### src/rtl/wsp_pkg.sv
// Shared encodings for the s349 P1500 wrapper serial port decode.
// Instruction codes, phase encoding and the default WIR width.
package wsp_pkg;

    localparam int WSP_IR_W = 3;

    localparam logic [2:0] WS_BYPASS  = 3'b000;
    localparam logic [2:0] WS_EXTEST  = 3'b001;
    localparam logic [2:0] WS_INTEST  = 3'b010;
    localparam logic [2:0] WS_PRELOAD = 3'b011;
    localparam logic [2:0] WS_CLAMP   = 3'b100;

    typedef enum logic [1:0] {
        ST_IDLE = 2'd0,
        ST_CAPT = 2'd1,
        ST_SHFT = 2'd2,
        ST_UPDT = 2'd3
    } wsp_state_e;

endpackage

### src/rtl/wsp_wby_cell.sv
// WBY bypass register: one flop that clears on capture and loads
// the serial input on shift.
module wsp_wby_cell (
    input  logic WRCK,
    input  logic WRSTN,
    input  logic cap_en,
    input  logic shift_en,
    input  logic si,
    output logic q
);

    always_ff @(posedge WRCK or negedge WRSTN) begin
        if (!WRSTN) begin
            q <= 1'b0;
        end else if (cap_en) begin
            q <= 1'b0;
        end else if (shift_en) begin
            q <= si;
        end
    end

endmodule

### src/rtl/wsp_instr_decode.sv
// WIR instruction decode, WSP phase tracking and WSO muxing for s349.
// Build with WSP_CLAMP_EN defined to make code 100 a legal WS_CLAMP.
module wsp_instr_decode
    import wsp_pkg::*;
#(
    parameter int IR_W   = WSP_IR_W,
    parameter int SCNT_W = 8
) (
    input  logic              WRCK,
    input  logic              WRSTN,
    input  logic              SelectWIR,
    input  logic              CaptureWR,
    input  logic              ShiftWR,
    input  logic              UpdateWR,
    input  logic              WSI,
    input  logic [IR_W-1:0]   wir_q,
    input  logic              wir_so,
    input  logic              wbr_so,
    output logic              WSO,
    output logic              wbr_capture,
    output logic              wbr_shift,
    output logic              wbr_update,
    output logic              wbr_ext,
    output logic              wbr_int,
    output logic [SCNT_W-1:0] shift_cnt,
    output logic              seq_err
);

    logic            upd_d;
    logic [IR_W-1:0] ir_q;
    logic            byp_q;
    logic            clamp_q;
    logic            ext_q;
    logic            int_q;
    logic            err_q;
    logic            wby_q;
    wsp_state_e      state;
    logic [SCNT_W-1:0] cnt_q;

    logic d_byp;
    logic d_clamp;
    logic d_ext;
    logic d_int;
    logic d_ill;

    always_comb begin
        d_byp   = 1'b0;
        d_clamp = 1'b0;
        d_ext   = 1'b0;
        d_int   = 1'b0;
        d_ill   = 1'b0;
        unique case (1'b1)
            (ir_q == IR_W'(WS_BYPASS)):  d_byp = 1'b1;
            (ir_q == IR_W'(WS_EXTEST)):  d_ext = 1'b1;
            (ir_q == IR_W'(WS_INTEST)):  d_int = 1'b1;
            (ir_q == IR_W'(WS_PRELOAD)): d_ext = 1'b0;
`ifdef WSP_CLAMP_EN
            (ir_q == IR_W'(WS_CLAMP)): begin
                d_clamp = 1'b1;
                d_ext   = 1'b1;
            end
`endif
            default: begin
                d_byp = 1'b1;
                d_ill = 1'b1;
            end
        endcase
    end

    logic multi;
    logic dr_op;
    logic wby_act;
    logic wbr_ok;
    logic idle_shift;

    // Any two strobes at once is a protocol violation: everything holds.
    assign multi      = (CaptureWR & ShiftWR) | (CaptureWR & UpdateWR)
                      | (ShiftWR & UpdateWR);
    assign dr_op      = ~SelectWIR & ~multi;
    assign wby_act    = byp_q | clamp_q;
    assign wbr_ok     = dr_op & ~wby_act;
    assign idle_shift = dr_op & ShiftWR & (state == ST_IDLE);

    assign wbr_capture = CaptureWR & wbr_ok;
    assign wbr_shift   = ShiftWR & wbr_ok & (state != ST_IDLE);
    assign wbr_update  = UpdateWR & wbr_ok;
    assign wbr_ext     = ext_q;
    assign wbr_int     = int_q;
    assign shift_cnt   = cnt_q;
    assign seq_err     = err_q;

    assign WSO = SelectWIR ? wir_so : (wby_act ? wby_q : wbr_so);

    wsp_wby_cell u_wby (
        .WRCK     (WRCK),
        .WRSTN    (WRSTN),
        .cap_en   (CaptureWR & dr_op & wby_act),
        .shift_en (ShiftWR & dr_op & wby_act),
        .si       (WSI),
        .q        (wby_q)
    );

    always_ff @(posedge WRCK or negedge WRSTN) begin
        if (!WRSTN) begin
            upd_d   <= 1'b0;
            ir_q    <= IR_W'(WS_BYPASS);
            byp_q   <= 1'b1;
            clamp_q <= 1'b0;
            ext_q   <= 1'b0;
            int_q   <= 1'b0;
            err_q   <= 1'b0;
            state   <= ST_IDLE;
            cnt_q   <= '0;
        end else begin
            upd_d <= UpdateWR & SelectWIR;
            if (upd_d) begin
                ir_q <= wir_q;
            end
            byp_q   <= d_byp;
            clamp_q <= d_clamp;
            ext_q   <= d_ext;
            int_q   <= d_int;
            if (multi | idle_shift | d_ill) begin
                err_q <= 1'b1;
            end
            if (dr_op) begin
                unique case (state)
                    ST_IDLE: begin
                        if (CaptureWR) begin
                            state <= ST_CAPT;
                            cnt_q <= '0;
                        end else if (UpdateWR) begin
                            state <= ST_UPDT;
                        end
                    end
                    ST_CAPT, ST_SHFT: begin
                        if (UpdateWR) begin
                            state <= ST_UPDT;
                        end else if (ShiftWR) begin
                            state <= ST_SHFT;
                            if (!(&cnt_q)) begin
                                cnt_q <= cnt_q + 1'b1;
                            end
                        end
                    end
                    ST_UPDT: state <= ST_IDLE;
                    default: state <= ST_IDLE;
                endcase
            end
        end
    end

endmodule

### config.mk
export PLATFORM = sky130hd
export DESIGN_NAME = wsp_instr_decode
export DESIGN_NICKNAME = d
export VERILOG_FILES = /design/src/rtl/wsp_pkg.sv /design/src/rtl/wsp_wby_cell.sv /design/src/rtl/wsp_instr_decode.sv
export SDC_FILE = /design/constraint.sdc
export NUM_CORES = 1
export LEC_CHECK = 0
export ABC_CLOCK_PERIOD_IN_PS = 2600
export BUFFER_PORTS_ARGS = -buffer_cell sky130_fd_sc_hd__buf_2
export CORE_ASPECT_RATIO = 0.7
export CORE_MARGIN = 1
export CORE_UTILIZATION = 52
export CTS_BUF_LIST = sky130_fd_sc_hd__clkbuf_16
export CTS_CLUSTER_DIAMETER = 120
export DETAILED_ROUTE_END_ITERATION = 6
export GPL_ROUTABILITY_DRIVEN = 0
export PLACE_DENSITY_LB_ADDON = 0.25
export SETUP_SLACK_MARGIN = 0.4
export SKIP_LAST_GASP = 1
export SYNTH_ARGS = -nofsm -noshare
export SYNTH_HDL_FRONTEND = slang
export SYNTH_SLANG_ARGS = --single-unit
export TNS_END_PERCENT = 30
### constraint.sdc
create_clock -name WRCK -period 2.6 [get_ports WRCK]
set_clock_uncertainty 0.15 [all_clocks]
set_input_delay 0.39 -clock WRCK [delete_from_list [all_inputs] [get_ports WRCK]]
set_output_delay 0.39 -clock WRCK [all_outputs]
set_load 0.005 [all_outputs]
**Word-level counts from Yosys, hierarchy flattened**

Index checks and enable logic that the tools add are counted.

- Input port bits: 12
- Flip-flop bits (word level): 19
- Word-level logic and storage cells: 73
- Output and inout bits: 15

- Reductions and logical operators: 11
- Muxes and demuxes: 18
- Equal/unequal tests: 12
- Bitwise gates (word level): 22
- Add/sub/neg operators: 1

Operators with widths:

| kind | number |
|---|---|
| 2-to-1 mux 8 bit | 4 |
| one-hot mux 8 bit (2 select lines) | 1 |
| AND 1 bit | 15 |
| adder 8 x 1 -> 8 bit (second input constant) | 1 |
| 2-to-1 mux 1 bit | 8 |
| 2-to-1 mux 2 bit | 4 |
| inequality test 2 bit (second input constant) | 4 |
| AND reduction 8 bit | 1 |
| == test 3 x 2 -> 1 bit (second input constant) | 2 |
| inequality test 3 bit (second input constant) | 2 |
| one-hot mux 2 bit (3 select lines) | 1 |
| AND reduction 6 bit | 1 |
| nonzero test 2 bit | 3 |
| == test 2 bit (second input constant) | 2 |
| bitwise OR 1 bit | 4 |
| OR reduction 4 bit | 1 |
| == test 3 x 1 -> 1 bit (second input constant) | 1 |
| logical NOT 3 bit | 1 |
| inverter 1 bit | 3 |
| AND reduction 3 bit | 1 |
| OR reduction 3 bit | 1 |
| == test 2 x 1 -> 1 bit (second input constant) | 1 |
| logical NOT 2 bit | 1 |
| OR reduction 2 bit | 1 |

**Longest topological paths before layout**

- Word-level depth: 9
- Gate-level depth with buffers: 8

**Modules after synthesis**

Synthesis repeated with hierarchy kept, for this count alone.

- Cell total of the unflattened synthesis: 97
- Area, all modules: 1061.0 um2

Modules (own cells, without submodules):

| module | seq. area each (um2) | cells an instance | times used | area an instance (um2) |
|---|---|---|---|---|
| wsp_instr_decode | 451.7 | 94 | 1 | 1022.2 |
| wsp_wby_cell | 25.0 | 3 | 1 | 38.8 |

**Worst setup path after synthesis**

No wires, ideal clock.

- Path kind: reg-to-reg
- Start point: register state[0]
- End point: register cnt_q[4] (netlist: shift_cnt[4])
- Path buffers: 2
- Arrival time: 1739 ps
- Required time: 2351 ps
- Path slack: 612 ps
- Setup time: 99 ps
- Stages on the path, launching flop included: 9
- Path through: dfrtp_1 > inv_1 > ha_1 > buf_2 > nor2_1 > a32oi_2 > or2_1 > buf_6 > o311ai_4

- Word-level cells in the longest chain between the ends: 4
- Elaborated cells on any way between the ends: 11
- Those cells by class: 6 x eq/ne; 1 x mux; 4 x reduce/logical

Ends and longest elaborated chain:

| what | line | text |
|---|---|---|
| start: declaration | wsp_instr_decode.sv:37 | `wsp_state_e state;` |
| start signal: assignment | wsp_instr_decode.sv:112 | `state <= ST_IDLE;` |
| start signal: assignment | wsp_instr_decode.sv:130 | `state <= ST_CAPT;` |
| start signal: assignment | wsp_instr_decode.sv:133 | `state <= ST_UPDT;` |
| == test 2 x 1 -> 1 bit / == test 2 bit (equally long branches) | wsp_instr_decode.sv:127 | `unique case (state)` |
| OR reduction 2 bit | wsp_instr_decode.sv:127 |  |
| inequality test 2 bit (no line) / nonzero test 2 bit (equally long branches) | - |  |
| AND reduction 6 bit (no line) | - |  |
| end signal: assignment | wsp_instr_decode.sv:142 | `cnt_q <= cnt_q + 1'b1;` |
| end: declaration | wsp_instr_decode.sv:38 | `logic [SCNT_W-1:0] cnt_q;` |

Several ways; a longest one is shown, not always the timed one.
A chain may end at the register's enable or synchronous reset.

**Final worst setup path**

- Start point: register state[1]
- End point: register cnt_q[4] (netlist: shift_cnt[4])

The elaborated chain is that of the path after synthesis.

==> summary by stage <==
Status
The run finished, with violations left. The final reports fail on DRC.

Worst setup path
In this run the critical register-to-register path is captured at shift_cnt[4]. Broken down by cell family, the worst path's largest delay share belongs to simple AND/OR/NAND/NOR gates. The kind of start point of the critical path is a flop. The reg-to-reg setup timing slack is 0.49 ns. Counting both buffers and inverters, the worst setup path holds a total of 1. Counting cells, the worst reg-to-reg path comes to 6. The endpoint kind of the worst setup timing path is a flop. The total number of cells along the worst setup path is 6. The biggest fanout along the worst timing path is 18. The startpoint of the worst register-to-register path is state[1]. The critical path goes through inv_1 -> ha_2 -> nor2_2 -> a32oi_2 -> or2_4 -> o311ai_4. The cell with the biggest individual delay on the critical path is ha_2. The delay of the slowest cell on the worst path is 0.38 ns.

The worst setup path is of the flop to flop kind. At the worst endpoint, the arrival time is 2.12 ns. The required time at the worst-slack endpoint is 2.60 ns.

CTS
TritonCTS created 3 clock buffers. CTS built an H-tree with a depth of 1. The later-pin clock latency in the skew report is 0.25 ns. CTS saw 19 sinks. The CTS tree is built. The clock transition at the register clock pins on the worst setup and hold paths after CTS is 0.05 ns. The library cell used as clock root buffer is clkbuf_16.

The maximum root-to-sink buffer count is 2.

Power
The combinational cell fraction of total power is 43.6%. Dividing total power by cell area gives a power density of 1009 mW/mm². Across the VDD grid, the largest voltage drop is 0.7437 mV.

The switching component of the power is 0.0005054 W. For this design the static power due to leakage is 0.5725 nW. The portion of total power attributed to the clock network is 24.0%.

The internal power of the cells totals 0.0008145 W. The switching power share of the total is 38.29%. The fraction of power consumed by sequential logic is 32.4%.

Synthesis
The gate count of the mapped netlist is 109. The mapped netlist covers 0.001091 mm². Yosys mapped a number of flops with a built-in enable equal to 0. The share of flip-flops with an asynchronous set or reset is 100.0%.

The mean instance size in the synthesized netlist is 10.01 µm². The Yosys warning count is 0. The share of synthesized area occupied by flip-flops and latches is 43.69%. In this run, synthesis produced a sequential element count of 19. The number of different library cells used by synthesis comes to 38.

The number of nets produced by synthesis is 123. The top flip-flop cell by instance count after synthesis is dfrtp_1.

Finish
The count of antenna diodes in the layout is 0. Of the cells placed in the final design, the portion with a size suffix greater than 1 is 32.09%. Cells fill 68.19% of the core in the end. The number of nets in the layout is 149. The growth of design area from synthesis to finish is 19.95%. Counting the fill cells in the layout gives 153. Registers take 476.7 µm².

The combined area of the multi-input logic cells is 565.5 µm².

Timing
The final setup violation count is 0. Setup repair after global routing could not meet its margin everywhere. The max-slew violation total from the final report is 0. The worst relative slew slack is 71.35%.

The smallest clock period supported by the final layout is computed as 2.112 ns. For the pin with the worst max-slew slack, the measured transition is 0.4298 ns. The worst path uses 81.24% of the clock period. The count of endpoints failing hold in the final timing report is 0. Derived from the worst setup path, the maximum achievable clock frequency is 473.5 MHz. The final-layout setup total negative slack is 0 ns.

Routing
The detailed-route vias per instance is 5.859. The number of remaining DRC errors is 7. After the first detailed-routing iteration, the DRC count stood at 32.

The detail route stage leaves a number of antenna-violating nets equal to 0. The detailed-router iteration count before antenna repair is 6. After detailed routing, the average wire length per cell comes to 14.90 µm. The final route contains 914 vias. The final routed wirelength across all metal layers is 2325 µm.

GRT
The number of antenna violations at the first check in global routing is 0. The number of global-route vias before repair is 751. Global routing consumed, over all layers together, 21.25% of the routing resources. For this run the aggregate overflow at the end of global routing stands at 0. Entering global routing, the biggest net connects 20 pins. The wire length of the first global-routing pass is 3401 µm.

Floorplanning
The I/O pin count is 27. Measured along the x axis, the die boundary spans 56.75 µm. The floorplan has 13 rows.

The floorplan step defined a die boundary enclosing 0.002288 mm². Once the floorplan was initialized, standard cells occupied 56.84% of the core. The vertical die dimension is 40.33 µm. The core region is 0.001919 mm².

Min path
The startpoint of the tightest hold check path is wir_q[1]. The endpoint of the worst hold-timing path is ir_q[1]. The worst hold path belongs to the class primary input to flop. The worst hold path passes through 2 cells.

Run
Max-cap violations in this run came to 0.

Placed design
The wire-length estimate of the detail-placed layout is 1651 µm. The count of buffers added on input and output ports is 26.
state kept, by name, indices dropped and copies added, names as in the netlist:
signal and count:
shift_cnt 8, ir_q 3, state 2, byp_q 1
seq_err 1, u_wby.q 1, upd_d 1, wbr_ext 1
wbr_int 1
final cells by class:
cell class	instances	share of cell area, %
repair buffers	28	11.28
multi-input cells	80	43.21
clock buffers	3	5.736
inverters	3	0.8604
well taps	22	2.103
clock inverters	1	0.3824
flip-flops and latches	19	36.42
worst register-to-register path: cells and delay by family (launching register included):
family / cells / cell delay (ns)
DFF: 1 / 0.35
AOI/OAI and AO/OA: 2 / 0.50
and+or+nand+nor: 2 / 0.56
buffers and inverters: 1 / 0.07
adders and majority gates: 1 / 0.38
kinds of logic after synthesis:
family          count (synthesis)  synth area share, %
fa+ha+maj                       3                3.211
compound gates                 28                19.50
flops                          19                43.69
buf+inv                        10                5.160
mux                             7                6.766
simple gates                   42                21.67
cell usage after synthesis (2+ instances only):
master	count	share of area [%]
nand3b_1	3	2.1
o221ai_1	2	1.6
o21ai_0	14	6.4
a21oi_1	2	0.92
buf_2	3	1.4
nand4_1	3	1.7
clkbuf_1	2	0.69
nor4b_1	2	1.6
mux2_2	3	3.1
nand2b_1	4	2.3
nor3b_1	2	1.4
dfrtp_1	18	41
nand3_1	5	2.3
buf_6	2	2.1
nor2_1	7	2.4
nand2_1	9	3.1
ha_1	2	2.3
mux2i_1	4	3.7
inv_1	3	1.0
power groups by stage:
stage                     logic [W]  registers (W)  clock network [W]
after global placement     0.000515       0.000428                  0
after detailed placement   0.000548       0.000431                  0
final                      0.000575       0.000428           0.000317
after global routing       0.000632       0.000436           0.000333
after floorplan            0.000408       0.000421                  0
after CTS                  0.000571       0.000427           0.000322
through the flow:
stage	total power, W	instances	worst slack, ns	area, µm²	hold WS [ns]
floorplan	0.0008286	109	0.6121	1091	-0.05559
global placement	0.0009430	151	0.3695	1211	0.1879
detailed placement	0.0009788	151	0.2317	1211	0.1949
CTS	0.001320	156	0.4479	1306	0.2227
global route	0.001401	156	0.3691	1309	0.2185
finish	0.001320	156	0.4879	1309	0.2238
layout by cell type (no fill, tap or decap), types with 2 or more instances in the layout:
| cell | n |
|---|---|
| nand2_1 | 9 |
| nor4b_1 | 2 |
| o221ai_1 | 2 |
| nand2b_1 | 4 |
| clkbuf_16 | 3 |
| o21ai_0 | 14 |
| nor2_1 | 6 |
| mux2_2 | 3 |
| nand3_1 | 5 |
| mux2i_1 | 4 |
| nor3b_1 | 2 |
| inv_1 | 3 |
| buf_2 | 26 |
| dfrtp_1 | 18 |
| nand3b_1 | 3 |
| a21oi_1 | 2 |
| nand4_1 | 3 |
worst max-delay path by stage:
stage	startpoint	to	slack (ns)
after global placement	state[0]	shift_cnt[6]	0.37
after global routing	CaptureWR	wbr_shift	0.37
after detailed placement	state[0]	shift_cnt[1]	0.23
final	state[1]	shift_cnt[4]	0.49
after CTS	state[1]	shift_cnt[4]	0.45
after floorplan	state[0]	shift_cnt[4]	0.61
repair_timing:
action,4_1_cts,5_1_grt
setup endpoints to repair,7,5
setup buffers,0,0
pin swaps,0,0
hold buffers,1,0
resized for setup,2,1
cloned,0,0
hold endpoints to repair,18,0
per-layer routing:
layer | share of wire, % | GRT usage [%] | up-vias
met2 | 48 | 34.82 | 31
met3 | 4.9 | 7.419 | 4
met5 | 0 | 0 | -
li1 | - | - | 448
met1 | 46 | 26.24 | 431
met4 | 0.86 | 9.756 | 0
Note: power is estimated with default switching activity, not from simulation.
